$ cat src/rtl/gpio_mulpop.sv
// gpio_mulpop: bus-mapped ARG_W x ARG_W shift-add multiplier with product popcount, op counter on gpio_out, gpio_in latch.
// Define MULPOP_IRQ_EN to build the completion interrupt (irq output and status bit4); otherwise irq is tied 0.
module gpio_mulpop #(
  parameter int          ARG_W     = 24,
  parameter logic [15:0] BASE_ADDR = 16'h0380,
  parameter int          CNT_W     = 16
) (
  input  logic        clk,
  input  logic        n_reset,
  input  logic [15:0] saddress,
  input  logic        srd,
  input  logic        swr,
  input  logic [31:0] sdata_in,
  output logic [31:0] sdata_out,
  input  logic [31:0] gpio_in,
  input  logic        gpio_latch,
  output logic [31:0] gpio_out,
  output logic [31:0] gpio_in_s_insp,
  output logic        irq
);
  localparam int P_W    = 2 * ARG_W;
  localparam int ONES_W = 7;
  localparam logic [5:0] BIT_LAST = 6'(ARG_W - 1);

  typedef enum logic [2:0] {IDLE, LOAD, MULT, COUNT, DONE} state_t;
  state_t state, state_next;

  logic              srd_q, swr_q, rd_fire, wr_fire;
  logic [15:0]       offset;
  logic [ARG_W-1:0]  arg1, arg2, mplier;
  logic [P_W-1:0]    mcand, acc, res;
  logic [5:0]        bit_cnt;
  logic [ONES_W-1:0] ones, ones_comb, res_ones;
  logic              busy, done, valid, err;
  logic [CNT_W-1:0]  opcnt;
  logic [31:0]       gpio_in_s, rd_data, status;
  logic [63:0]       res_ext;
  logic              start_req, start_ok, ctrl_rd;
  logic              unused_bits;

  assign rd_fire   = srd & ~srd_q;
  assign wr_fire   = swr & ~swr_q;
  assign offset    = saddress - BASE_ADDR;
  assign start_req = wr_fire && offset == 16'h0010 && sdata_in[0];
  assign start_ok  = start_req && state == IDLE;
  assign ctrl_rd   = rd_fire && offset == 16'h0010;
  assign res_ext   = 64'(res);
  assign status    = {27'b0, irq, err, valid, done, busy};
  assign gpio_out  = 32'(opcnt);
  assign gpio_in_s_insp = gpio_in_s;
  assign unused_bits = ^sdata_in;

  always_ff @(posedge clk or negedge n_reset) begin
    if (!n_reset) state <= IDLE;
    else          state <= state_next;
  end

  always_comb begin
    state_next = state;
    case (state)
      IDLE:    if (start_ok) state_next = LOAD;
      LOAD:    state_next = MULT;
      MULT:    if (bit_cnt == BIT_LAST) state_next = COUNT;
      COUNT:   state_next = DONE;
      DONE:    state_next = IDLE;
      default: state_next = IDLE;
    endcase
  end

  always_comb begin
    ones_comb = '0;
    for (int i = 0; i < P_W; i++) ones_comb = ones_comb + ONES_W'(acc[i]);
  end

  always_comb begin
    rd_data = '0;
    case (offset)
      16'h0000: rd_data = 32'(arg1);
      16'h0008: rd_data = 32'(arg2);
      16'h0010: rd_data = status;
      16'h0018: rd_data = res_ext[31:0];
      16'h0020: rd_data = res_ext[63:32];
      16'h0028: rd_data = 32'(res_ones);
      16'h0030: rd_data = 32'(opcnt);
      16'h0038: rd_data = gpio_in_s;
      default:  rd_data = '0;
    endcase
  end

  // Bus side: registered reads see the pre-write value of a same-cycle write.
  always_ff @(posedge clk or negedge n_reset) begin
    if (!n_reset) begin
      srd_q     <= 1'b0;
      swr_q     <= 1'b0;
      sdata_out <= '0;
      arg1      <= '0;
      arg2      <= '0;
      gpio_in_s <= '0;
    end else begin
      srd_q <= srd;
      swr_q <= swr;
      if (rd_fire) sdata_out <= rd_data;
      if (wr_fire && offset == 16'h0000) arg1 <= sdata_in[ARG_W-1:0];
      if (wr_fire && offset == 16'h0008) arg2 <= sdata_in[ARG_W-1:0];
      if (gpio_latch) gpio_in_s <= gpio_in;
    end
  end

  always_ff @(posedge clk or negedge n_reset) begin
    if (!n_reset) begin
      mcand    <= '0;
      mplier   <= '0;
      acc      <= '0;
      bit_cnt  <= '0;
      ones     <= '0;
      res      <= '0;
      res_ones <= '0;
      busy     <= 1'b0;
      done     <= 1'b0;
      valid    <= 1'b0;
      err      <= 1'b0;
      opcnt    <= '0;
    end else begin
      if (start_ok) begin
        busy <= 1'b1;
        done <= 1'b0;
        err  <= 1'b0;
      end else if (start_req) begin
        err <= 1'b1;
      end
      case (state)
        LOAD: begin
          mcand   <= P_W'(arg1);
          mplier  <= arg2;
          acc     <= '0;
          bit_cnt <= '0;
        end
        MULT: begin
          if (mplier[0]) acc <= acc + mcand;
          mcand   <= mcand << 1;
          mplier  <= mplier >> 1;
          bit_cnt <= bit_cnt + 6'd1;
        end
        COUNT: ones <= ones_comb;
        DONE: begin
          res      <= acc;
          res_ones <= ones;
          valid    <= (acc[P_W-1:32] == '0);
          done     <= 1'b1;
          busy     <= 1'b0;
          opcnt    <= opcnt + CNT_W'(1);
        end
        default: ;
      endcase
    end
  end

`ifdef MULPOP_IRQ_EN
  logic irq_q;
  // Set on the edge entering DONE; a simultaneous clear loses.
  always_ff @(posedge clk or negedge n_reset) begin
    if (!n_reset)                irq_q <= 1'b0;
    else if (state == COUNT)     irq_q <= 1'b1;
    else if (ctrl_rd | start_ok) irq_q <= 1'b0;
  end
  assign irq = irq_q;
`else
  assign irq = 1'b0;
`endif

endmodule

$ cat config.mk
export PLATFORM = sky130hd
export DESIGN_NAME = gpio_mulpop
export DESIGN_NICKNAME = d
export VERILOG_FILES = /design/src/rtl/gpio_mulpop.sv
export SDC_FILE = /design/constraint.sdc
export NUM_CORES = 1
export LEC_CHECK = 0
export BUFFER_PORTS_ARGS = -buffer_cell sky130_fd_sc_hd__buf_2
export CAP_MARGIN = 20
export CORE_ASPECT_RATIO = 1.5
export CORE_MARGIN = 4
export CORE_UTILIZATION = 40
export DETAILED_ROUTE_END_ITERATION = 12
export PLACE_DENSITY = 0.61
export SLEW_MARGIN = 20
export SYNTH_ARGS = -nofsm -noshare
export SYNTH_HDL_FRONTEND = slang
export SYNTH_SLANG_ARGS = --single-unit
$ cat constraint.sdc
create_clock -name clk -period 7.1 [get_ports clk]
set_input_delay 0.71 -clock clk [delete_from_list [all_inputs] [get_ports clk]]
set_output_delay 0.71 -clock clk [all_outputs]
set_load 0.01 [all_outputs]
==> reports/metrics.cfg <==
[outcome]
status=finished clean

[clocking]
cts_buffers=34
cts_buffer_depth=3
postCtsSetupBuffers=0
clock-root-buffer=clkbuf_16
worst_skew_pair.late_latency_ns=0.53
cts-htree-levels=2
cts_tree=done
cts_sinks=323
clkTransAtPathRegs_ns=0.06
post_cts_resized=0
postCtsHoldBufs=0

[detailed_routing]
drc=0
drt-total-wl_um=47700
ant_nets=0
drt_iter0_drc=879
drtPass1Iterations=5
wire_per_inst_um=20.6
num_vias=13000
via_per_inst=5.61

[min_path]
hold_class=primary input to asynchronous set/reset pin

[critical_path]
cp_data_required_time_ns=7.47
critPathSlowestCell=fa_1
crit_chain=fa_1, inv_1, fa_1, inv_1, fa_1, fa_1, inv_1, fa_1, fa_1, fa_1, inv_1, ha_1, a21o_1, a21oi_1, o21bai_1, a21oi_1, o21ai_0
slowest_delay_ns=0.60
r2r_setup_slack_ns=1.65
end_kind=register
cp_common_cell=fa_1
start_kind=register
critPathArrivalTime_ns=5.82
crit_fanout=4
crit_type=register to register

[grt]
overflow=0
antenna_found_initial=0
grt_max_degree=92
grt_pass1_vias=13400
grtUsageTotal_pct=20.1
grt_pass1_wl_um=76100

[logic_synthesis]
synth.avg_cell_area_um2=10.8
synth_top_cells_by_count=323 x dfrtp_1, 197 x nand2_1, 95 x mux2_2, 86 x a22oi_1
muxShareOfSynthArea_pct=9.71
synth_area_um2=17500
ys_seq_elements=323
ys_types=82
synth_area_leaders=dfrtp_1 46%, mux2_2 6.1%, fa_1 4.6%
yosysTopAreaCellShare_pct=46.2
synth-xor-area-share_pct=2.85
synthCells=1620
post-synth-top-count-cell=dfrtp_1
async_flop_share_pct=100
yosys.area.top_type=dfrtp_1
synth_top_family_by_area=compound AO/OA/AOI/OAI gates
ys_warn_count=0
synth_compound_area_share_pct=16.8
ys.flop_type=dfrtp_1
seq_area_frac_synth_pct=46.2
synth-edff-count=0
synth_fa_ha_area_share_pct=8.86
synth-simple-area-share_pct=10.9

[floorplan]
std_cell_rows=93
fp.dieH_um=264
core_area_um2=43200
die_area_um2=47300
start_util_pct=40.6
die_w_um=179
io_pins=182

[power]
ir_drop_mv=0.135
power.leakage_nw=9.65
power.density_nw_per_um2=189

[finish]
drive_gt1_share_pct=22.3
fill_cells=4017
diodes=0
area_delta_synth_final_pct=12.4
finish.net_count=1916

[sta]
slew_headroom_pct=25.5
setup_tns_ns=0
worst_slack_ns=1.65
clock_skew_ns=0.0307
min_period_ns=5.45
grt_setup_unrepaired=false
fin_crit_sh_pct=76.7
worstMarginPinSlew_ns=1.11
fmax_ghz=0.184
hold_viol=0
finalSetupViolations=0
slew_viol_final=0

[placement]
hpwl_um=34400
gp_congestion=0.888
dp_slack_ns=1.66
portBuffers=156

[job]
maxCapViolations=0

==> report_power, final <==
part           internal (mW)  switching [mW]  total [mW]
logic                 0.0491          0.0839       0.133
clock network          0.973           0.733        1.71
registers               1.86          0.0165        1.88
==> registers in the layout, summed over array words and instances (netlist names), 3 cells and up <==
signal	cells
acc	48
mcand	48
res	48
gpio_in_s_insp	32
sdata_out	32
arg1	24
arg2	24
mplier	24
opcnt	16
bit_cnt	6
ones	6
res_ones	6
state	3
==> routing by layer <==
metal  vias up  routed length, µm  part of all wire, %  track usage (%)
met5         -                  0                    0                0
met4         0                883                  1.8             4.92
met3        54               1670                  3.5             2.19
met2       287              25600                   54             37.1
met1      6659              19600                   41             24.9
li1       6014                  -                    -                -
==> worst max-delay path: cells and delay by family (launching register included) <==
family / cells / cell delay, ns
AO/OA/AOI/OAI: 5 / 0.72
adder cells (fa/ha/maj): 8 / 3.92
flip-flops: 1 / 0.42
buffers and inverters: 4 / 0.24
==> cell families after synthesis <==
| group | Yosys count |
|---|---|
| flip-flops | 323 |
| AND/OR/NAND/NOR | 395 |
| other | 1 |
| buffers and inverters | 185 |
| multiplexers | 138 |
| adder cells (fa/ha/maj) | 100 |
| XOR/XNOR | 57 |
| AO/OA/AOI/OAI | 421 |
==> layout by cell type (no fill, tap or decap), drive strengths merged, types with 23 or more instances in the layout <==
master  synthesis  final
a21oi          62     62
buf            51    168
ha             60     60
a21o           32     32
fa             40     40
a22o           39     39
inv            76     78
a22oi          86     86
a221oi         23     23
xnor2          40     40
clkbuf         58     47
nand3          68     68
mux2          135    135
nor2           45     45
dfrtp         323    323
nand2         199    199
o21ai         101    101
==> through the flow <==
step                      std cells  instance area [µm²]  hold WS, ns  util (%)  power (mW)
after floorplan                1636                17600        0.414         -        1.96
after global placement         2265                18600        0.458      43.2        2.04
after detailed placement       2265                18600        0.463      43.2        2.05
after CTS                      2320                19700        0.230      45.6        3.76
after global routing           2320                19700        0.250      45.6        3.84
final                          2320                19700        0.189      45.6        3.71
==> worst paths after layout <==
path / startpoint / cells after the start / to
min in group clk: srd / 1 / srd_q$_DFF_PN0_
setup reg to reg: acc[17]$_DFFE_PN0P_ / 17 / ones[5]$_DFFE_PN0P_
hold reg to reg: sdata_out[5]$_DFFE_PN0P_ / 1 / sdata_out[5]$_DFFE_PN0P_
setup / recovery: acc[17]$_DFFE_PN0P_ / 17 / ones[5]$_DFFE_PN0P_
max in group asynchronous: n_reset / 2 / arg2[10]$_DFFE_PN0P_
hold / removal: n_reset / 1 / bit_cnt[1]$_DFFE_PN0P_
==> layout make-up <==
cell class	count	area, µm²	share of cell area [%]
clock buffers	47	991	5.03
multi-input cells	1128	8680	44.1
well taps	570	713	3.62
inverters	76	285	1.45
flip-flops and latches	323	8080	41.1
clock inverters	8	50.0	0.254
repair buffers	168	881	4.47
No activity file was read; power rests on OpenSTA's default activity.
